### config.mk
export PLATFORM = sky130hd
export DESIGN_NAME = avalon_line_queue
export DESIGN_NICKNAME = d
export VERILOG_FILES = /design/src/rtl/avalon_line_queue.sv
export SDC_FILE = /design/constraint.sdc
export NUM_CORES = 1
export LEC_CHECK = 0
export CAP_MARGIN = 20
export CORE_MARGIN = 2
export CORE_UTILIZATION = 52
export CTS_BUF_LIST = sky130_fd_sc_hd__clkbuf_8
export DETAILED_ROUTE_END_ITERATION = 12
export GPL_TIMING_DRIVEN = 0
export PLACE_DENSITY = 0.78
export SYNTH_ARGS = -nofsm -noshare
export SYNTH_HDL_FRONTEND = slang
export SYNTH_SLANG_ARGS = --single-unit
### constraint.sdc
create_clock -name clk -period 2.1 [get_ports clk]
set_clock_uncertainty 0.05 [all_clocks]
set_input_delay 0.42 -clock clk [delete_from_list [all_inputs] [get_ports clk]]
set_output_delay 0.42 -clock clk [all_outputs]
set_load 0.02 [all_outputs]
### src/rtl/avalon_line_queue.sv
// avalon_line_queue: Avalon-MM command queue feeding a line draw engine.
// Build option ALQ_IRQ_EN adds the irq port and the IRQCTL register.
module avalon_line_queue #(
  parameter int XW    = 9,
  parameter int YW    = 8,
  parameter int CW    = 3,
  parameter int DEPTH = 4
) (
  input  logic          clk,
  input  logic          reset,
  input  logic          read,
  input  logic          write,
  input  logic [2:0]    address,
  input  logic [31:0]   writedata,
  output logic [31:0]   readdata,
  output logic          waitrequest,
  output logic          start,
  input  logic          done,
  output logic [XW-1:0] x0,
  output logic [XW-1:0] x1,
  output logic [YW-1:0] y0,
  output logic [YW-1:0] y1,
  output logic [CW-1:0] colour
`ifdef ALQ_IRQ_EN
  ,
  output logic          irq
`endif
);

  localparam int AW = (DEPTH > 1) ? $clog2(DEPTH) : 1;
  localparam int LW = $clog2(DEPTH + 1);

  typedef struct packed {
    logic [XW-1:0] sx;
    logic [YW-1:0] sy;
    logic [XW-1:0] ex;
    logic [YW-1:0] ey;
    logic [CW-1:0] col;
  } cmd_t;

  typedef enum logic {
    IDLE,
    RUN
  } state_t;

  state_t        state_q;
  state_t        state_d;

  logic          mode_q;
  logic          ovf_q;
  logic [XW-1:0] s_sx;
  logic [YW-1:0] s_sy;
  logic [XW-1:0] s_ex;
  logic [YW-1:0] s_ey;
  logic [CW-1:0] s_col;

  cmd_t          mem [DEPTH];
  logic [AW-1:0] wr_ptr;
  logic [AW-1:0] rd_ptr;
  logic [LW-1:0] level;
  logic [LW-1:0] lvl_d;

  logic          sel_mode;
  logic          sel_status;
  logic          sel_go;
  logic          sel_start;
  logic          sel_end;
  logic          sel_col;
  logic          sel_irq;

  logic          go;
  logic          full;
  logic          empty;
  logic          pop;
  logic          push;
  logic          go_block;
  logic          flush;
  logic          ovf_clr;
  cmd_t          head;
  cmd_t          push_cmd;
  logic          unused;

  assign sel_mode   = (address == 3'd0);
  assign sel_status = (address == 3'd1);
  assign sel_go     = (address == 3'd2);
  assign sel_start  = (address == 3'd3);
  assign sel_end    = (address == 3'd4);
  assign sel_col    = (address == 3'd5);
  assign sel_irq    = (address == 3'd6);

  assign go       = write && sel_go;
  assign full     = (level == LW'(DEPTH));
  assign empty    = (level == '0);
  assign go_block = go && full && !pop;
  assign push     = go && !go_block;
  assign flush    = write && sel_status && writedata[0];
  assign ovf_clr  = write && sel_status && writedata[3];

  assign waitrequest = go_block && !mode_q;
  assign start       = (state_q == RUN);
  assign head        = mem[rd_ptr];
  assign push_cmd    = {s_sx, s_sy, s_ex, s_ey, s_col};
  assign unused      = ^{read, writedata};

  // dispatch state register
  always_ff @(posedge clk or negedge reset) begin
    if (!reset) begin
      state_q <= IDLE;
    end else begin
      state_q <= state_d;
    end
  end

  // dispatch next state: pop the head when idle, wait for done when running
  always_comb begin
    state_d = state_q;
    pop     = 1'b0;
    unique case (state_q)
      IDLE: begin
        if (!empty) begin
          pop     = 1'b1;
          state_d = RUN;
        end
      end
      RUN: begin
        if (done) begin
          state_d = IDLE;
        end
      end
      default: state_d = IDLE;
    endcase
  end

  // next queue level; flush wins, but the entry popped this cycle still runs
  always_comb begin
    lvl_d = level;
    if (flush) begin
      lvl_d = '0;
    end else if (push && !pop) begin
      lvl_d = level + LW'(1);
    end else if (pop && !push) begin
      lvl_d = level - LW'(1);
    end
  end

  // queue storage, no reset needed since level gates every read
  always_ff @(posedge clk) begin
    if (push) begin
      mem[wr_ptr] <= push_cmd;
    end
  end

  // queue pointers and level
  always_ff @(posedge clk or negedge reset) begin
    if (!reset) begin
      wr_ptr <= '0;
      rd_ptr <= '0;
      level  <= '0;
    end else begin
      level <= lvl_d;
      if (push) begin
        wr_ptr <= wr_ptr + AW'(1);
      end
      if (flush) begin
        rd_ptr <= wr_ptr;
      end else if (pop) begin
        rd_ptr <= rd_ptr + AW'(1);
      end
    end
  end

  // engine command outputs, loaded on pop and held through RUN
  always_ff @(posedge clk or negedge reset) begin
    if (!reset) begin
      x0     <= '0;
      y0     <= '0;
      x1     <= '0;
      y1     <= '0;
      colour <= '0;
    end else if (pop) begin
      x0     <= head.sx;
      y0     <= head.sy;
      x1     <= head.ex;
      y1     <= head.ey;
      colour <= head.col;
    end
  end

  // control registers: mode, overflow and staging
  always_ff @(posedge clk or negedge reset) begin
    if (!reset) begin
      mode_q <= 1'b0;
      ovf_q  <= 1'b0;
      s_sx   <= '0;
      s_sy   <= '0;
      s_ex   <= '0;
      s_ey   <= '0;
      s_col  <= '0;
    end else begin
      if (go_block && mode_q) begin
        ovf_q <= 1'b1;
      end else if (ovf_clr) begin
        ovf_q <= 1'b0;
      end
      if (write) begin
        unique case (1'b1)
          sel_mode: mode_q <= writedata[0];
          sel_start: begin
            s_sx <= writedata[XW-1:0];
            s_sy <= writedata[XW+YW-1:XW];
          end
          sel_end: begin
            s_ex <= writedata[XW-1:0];
            s_ey <= writedata[XW+YW-1:XW];
          end
          sel_col: s_col <= writedata[CW-1:0];
          default: ;
        endcase
      end
    end
  end

`ifdef ALQ_IRQ_EN
  logic ien_q;
  logic pend_q;
  logic pend_set;

  assign pend_set = (state_q == RUN) && done && (lvl_d == '0);
  assign irq      = pend_q && ien_q;

  // drained interrupt: pending on last completion, cleared by IRQCTL bit1
  always_ff @(posedge clk or negedge reset) begin
    if (!reset) begin
      ien_q  <= 1'b0;
      pend_q <= 1'b0;
    end else begin
      if (write && sel_irq) begin
        ien_q <= writedata[0];
      end
      if (pend_set) begin
        pend_q <= 1'b1;
      end else if (write && sel_irq && writedata[1]) begin
        pend_q <= 1'b0;
      end
    end
  end
`endif

  // combinational read mux
  always_comb begin
    readdata = '0;
    unique case (1'b1)
      sel_mode: readdata = {31'b0, mode_q};
      sel_status: begin
        readdata[0]    = !empty || (state_q == RUN);
        readdata[1]    = full;
        readdata[2]    = empty;
        readdata[3]    = ovf_q;
        readdata[15:8] = 8'(level);
      end
      sel_go:    readdata = '0;
      sel_start: readdata = 32'({s_sy, s_sx});
      sel_end:   readdata = 32'({s_ey, s_ex});
      sel_col:   readdata = 32'(s_col);
`ifdef ALQ_IRQ_EN
      sel_irq:   readdata = {30'b0, pend_q, ien_q};
`else
      sel_irq:   readdata = '0;
`endif
      default:   readdata = '0;
    endcase
  end

endmodule

# After elaboration in Yosys (flattened, before gate mapping)
# Memory sizes are Yosys's and may differ from the RTL's. A register that Yosys moved wholly into a read port is not among the register bits.
# Cells that the tools add are included.
# Widths: inputs -> output; s select.
totals:
  ff_bits: 47
  ram_bits: 148
  in_bits: 40
  output_inout_bits: 71
  word_cells: 67
  n_memories: 1
op_classes:
  add_sub_neg: 4
  eq_ne: 6
  muxes: 17
  bitwise: 1
  reduce_logical: 27
memory_table:
  columns: ["memory", "words", "width", "rd", "rd_ports_with_merged_regs", "wr", "line", "text"]
  rows:
  - ["mem", 4, 37, 1, 1, 1, "57", "cmd_t mem [DEPTH];"]
ops:
  columns: ["cell", "n"]
  rows:
  - ["$pmux 8 s3", 1]
  - ["$pmux 4 s5", 1]
  - ["$logic_and 1x1->1", 11]
  - ["$eq 3x3->1 const B", 3]
  - ["$mux 3", 3]
  - ["$pmux 4 s2", 1]
  - ["$reduce_and 2->1", 4]
  - ["$mux 1", 7]
  - ["$eq 3x2->1 const B", 2]
  - ["$logic_not 1->1", 6]
  - ["$logic_not 3->1", 2]
  - ["$add 2x1->2 const B", 2]
  - ["$mux 2", 2]
  - ["$pmux 1 s2", 2]
  - ["$reduce_bool 2->1", 2]
  - ["$add 3x1->3 const B", 1]
  - ["$eq 3x1->1 const B", 1]
  - ["$reduce_bool 3->1", 1]
  - ["$sub 3x1->3 const B", 1]
  - ["$logic_or 1x1->1", 1]
  - ["$not 1->1", 1]

# Longest topological paths before layout
# Gate-level depths: netlist (run 1).
depth:
  depth_word: 12
  mapped_depth: 9
  depth_no_buf: 7

# Least setup slack after synthesis (run 1)
# OpenSTA, ideal clock, no wires.
synth_timing:
  path_kind: "input to register"
  start: "input address[0]"
  end: "memory mem[0][0] (netlist name), enable pin"
  setup_time_ns: 0.398
  arrival_ns: 2.189
  required_time_ns: 1.652
  slack_ns: -0.537
  cell_stages: 5
  n_path_buf: 2
  path_cell_list: "buf_2 -> nand4bb_1 -> clkbuf_1 -> a21oi_1 -> and2_1"
synth_via:
  elab_chain_cells: 8
synth_rtl:
  columns: ["element", "line", "text"]
  rows:
  - ["start: declaration", "13", "input logic [2:0] address,"]
  - ["$eq 3x2->1 (*)", "85", "assign sel_go = (address == 3'd2);"]
  - ["$logic_and 1x1->1 (*)", "91", "assign go = write && sel_go;"]
  - ["$logic_and 1x1->1 (2 in a row)", "94", "assign go_block = go && full && !pop;"]
  - ["$logic_not 1->1", "95", "assign push = go && !go_block;"]
  - ["$logic_and 1x1->1 (*)", "95", null]
  - ["$mux 1 (*)", "148", "if (push) begin"]
  - ["$mux 1 (not written as such) (*)", "149", "mem[wr_ptr] <= push_cmd;"]
  - ["end: declaration", "57", null]
# Mark *: on every way between the ends. The rest lies on a longest branch, timed or not.

# Final worst setup path (run 1)
layout_timing:
  start: "register level[2]"
  end: "output readdata[2]"
layout_via:
  elab_chain_cells: 2
layout_rtl:
  columns: ["element", "line", "text"]
  rows:
  - ["start: declaration", "60", "logic [LW-1:0] level;"]
  - ["start signal: assignment", "160", "level <= lvl_d;"]
  - ["$logic_not 3->1", "93", "assign empty = (level == '0);"]
  - ["$pmux 4 s5", "252", "unique case (1'b1)"]
  - ["end: declaration", "15", "output logic [31:0] readdata,"]
# No other way between the ends.

==> impl_metrics.py, run 1 <==
metrics = {
    "routing": {
        "drc": 0,
        "num_vias": 4978,
        "drtPass1Iterations": 5,
        "antenna_left": 0,
        "totalWireLength_um": 19000,
        "vias_per_cell": 5.64,
        "drt_iter0_markers": 415,
        "routedWlPerCell_um": 21.6,
    },
    "synthesis": {
        "synth-main-ff-cell": "edfxtp_1",
        "synth_edf_count": 148,
        "synth_warnings": 0,
        "synth.distinct_cells": 47,
        "synth_area_um2": 9210,
        "syn-instance-count": 488,
        "synth_area_per_cell_um2": 18.9,
        "ys_ff_latch": 232,
        "async_flop_share": 0.362,
        "yosysSeqAreaShare": 0.711,
    },
    "timing": {
        "final-setup-viol-count": 5,
        "slew_violations": 0,
        "fin_ws_ns": -0.293,
        "period_share": 1.14,
        "worst_pin_slew_ns": 0.659,
        "rsz0062_at_grt": "true",
        "min_period_ns": 2.39,
        "relSlewSlack": 0.560,
        "fmaxAchievable_mhz": 418,
        "hold_violations": 0,
    },
    "cells_and_area": {
        "drive_gt1_frac": 0.391,
        "fill_cells": 1178,
        "final_cell_mix": "edfxtp_1 (148), dfrtp_1 (82), mux2_2 (64), clkdlybuf4s50_1 (55), clkbuf_8 (43)",
        "diodes": 0,
        "area_growth_pct": 22.0,
        "fin_util": 0.649,
        "final_common_cell": "edfxtp_1",
        "nets": 676,
    },
    "worst_setup_path": {
        "crit_arrival_ns": 1.92,
        "critPathSlowestCell": "or3_4",
        "critPathRequiredTime_ns": 1.63,
        "critPathMaxStageDelay_ns": 0.45,
        "path_cells": "or3_4 -> o21ai_2 -> a22oi_1 -> o21ai_1 -> buf_4",
        "end_kind": "output port",
        "r2r_end": "level[1]$_DFFE_PN0P_",
        "r2r_slack_ns": -0.26,
        "path_max_fanout": 3,
        "start_kind": "flop",
        "rr_worst_depth": 6,
        "critPathKind": "flop to output port",
        "rr_startpoint": "level[2]$_DFFE_PN0P_",
    },
    "clocking": {
        "clkSlewWorstSetupHoldPaths_ns": 0.06,
        "cts_sinks": 232,
        "cts.path.max_buffers": 3,
        "clkLatencyLatePin_ns": 0.51,
        "clockRootBuffer": "clkbuf_8",
        "cts_tree": "built",
        "numCtsBuffers": 36,
        "cts.htree.levels": 2,
    },
    "power": {
        "p_leak_nw": 4.27,
        "ir_worst_vdd_v": 0.000607,
        "p_per_area_nw_per_um2": 1300,
    },
    "hold_path": {
        "hp-start": "address[2]",
        "worstHoldPathType": "primary input to flop",
        "whs_endpoint": "mode_q$_DFFE_PN0P_",
        "min_delay_path_depth": 4,
    },
    "global_route": {
        "grt_max_degree": 49,
        "grt_pass1_wl_um": 29000,
        "grt_usage": 0.211,
        "grt_pass1_vias": 5224,
        "overflow": 0,
        "grt_antenna_before_repair": 0,
    },
    "place": {
        "hpwl_um": 11400,
        "place_ws_ns": -1.34,
        "io_buffers": 77,
        "place_congestion": 0.876,
    },
    "floorplan": {
        "io-pin-count": 111,
        "initial_utilization": 0.532,
        "dieArea_um2": 18800,
        "core_area_um2": 17300,
        "core.rowCount": 48,
        "die_x_um": 137,
        "die_y_um": 137,
    },
    "run_status": {
        "status": "finished with violations",
        "violations": "negative setup slack",
    },
    "job": {
        "cap_violations": 0,
    },
}
## cells in the mapped netlist, drive strengths merged, types with 2 or more instances
master  number  area share
a22o         9      0.0086
mux4        37       0.090
and2         7      0.0050
xnor2        2      0.0019
ha           4      0.0054
or3          2      0.0019
buf         32       0.024
nand3        3      0.0016
o21ai       11      0.0060
nand2       18      0.0073
nor2         6      0.0024
edfxtp     148        0.48
a21oi        5      0.0027
inv          8      0.0033
nor3         2      0.0023
nor4b        2      0.0019
nand4b       2      0.0019
clkbuf       6      0.0026
a21o         2      0.0016
mux2        74       0.095
dfrtp       84        0.23
a22oi        2      0.0016
mux2i        6      0.0065
## critical path: cells and delay by family, from the launching register on
family	cells	cell delay (ns)
compound gates	3	0.38
simple gates	1	0.45
flops	1	0.40
buf+inv	1	0.18
## per-stage QoR
step	std cells	instance area [um^2]	power [W]	hold WS (ns)	TNS, ns
6_report	882	11200	0.0146	0.315	-1.21
3_5_place_dp	805	10300	0.0109	0.390	-196.08
2_1_floorplan	502	9270	0.00922	0.0744	-20.61
4_1_cts	882	11200	0.0146	0.295	-1.96
5_1_grt	882	11200	0.0153	0.324	-1.44
3_3_place_gp	804	10300	0.0107	0.422	-389.80
## worst max-delay path by stage
| stage | start | endpoint | slack [ns] | cells past startpoint |
|---|---|---|---|---|
| 2_1_floorplan | address[0] | mem[0][0]$_DFFE_PP_ | -0.14 | 5 |
| 6_report | level[2]$_DFFE_PN0P_ | readdata[2] | -0.29 | 5 |
| 3_5_place_dp | address[2] | readdata[10] | -1.34 | 7 |
| 5_1_grt | level[2]$_DFFE_PN0P_ | readdata[2] | -0.32 | 5 |
| 3_3_place_gp | reset | y1[2]$_DFFE_PN0P_ | -2.50 | 1 |
| 4_1_cts | level[0]$_DFFE_PN0P_ | readdata[2] | -0.31 | 6 |
## cell families (layout without fill, tap and decap cells)
logic type                 Yosys count  after routing  synth area share
DFF                                232            232             0.711
buffers and inverters               46            197            0.0303
and+or+nand+nor                     49             53            0.0303
muxes                              117            117             0.192
xor gates and xnor gates             3              3           0.00285
other                                1             15          0.000407
AOI/OAI and AO/OA                   35             35            0.0261
adders and majority gates            5              5           0.00761
## power by group
group          switching, W  internal, W  leakage [nW]
clock               0.00162      0.00183         0.389
sequential         0.000597      0.00576          2.33
combinational       0.00220      0.00258          1.55
## layer usage
metal  vias to the layer above  GRT usage  part of all wire
met3                        54     0.0441             0.058
met2                       198      0.352              0.51
met4                         0     0.0893             0.032
li1                       2164          -                 -
met1                      2562      0.268              0.40
met5                         -          0                 0
## cell type report
class / instances / area [um^2] / area share
multi-input combinational: 228 / 2590 / 0.231
inverter: 8 / 30.0 / 0.00267
clock buffer: 42 / 578 / 0.0515
buffer: 34 / 262 / 0.0233
sequential: 232 / 6550 / 0.583
clock inverter: 22 / 98.8 / 0.00880
timing repair buffer: 91 / 841 / 0.0749
tap: 225 / 282 / 0.0251
## flip-flops by register name, summed over array words and instances (netlist names)
name,flops
colour,3
level,3
mem,148
mode_q,1
ovf_q,1
rd_ptr,2
s_col,3
s_ex,9
s_ey,8
s_sx,9
s_sy,8
start,1
wr_ptr,2
x0,9
x1,9
y0,8
y1,8
## what timing repair did
action                                  4_1_cts  5_1_grt
endpoints found under the setup margin      169       47
hold buffers                                  1        0
gates cloned                                  4        0
gates resized for setup                     107       28
endpoints found under the hold margin        36        0
setup buffers                                 9        4
pin swaps                                    16       11
(Power assumes the default switching activity.)
==> run 2: changes to the inputs <==
Settings changed: SLEW_MARGIN from default to 20.
==> results of run 2 <==
No change in the layout: final DEF, timing and power equal those of run 1.
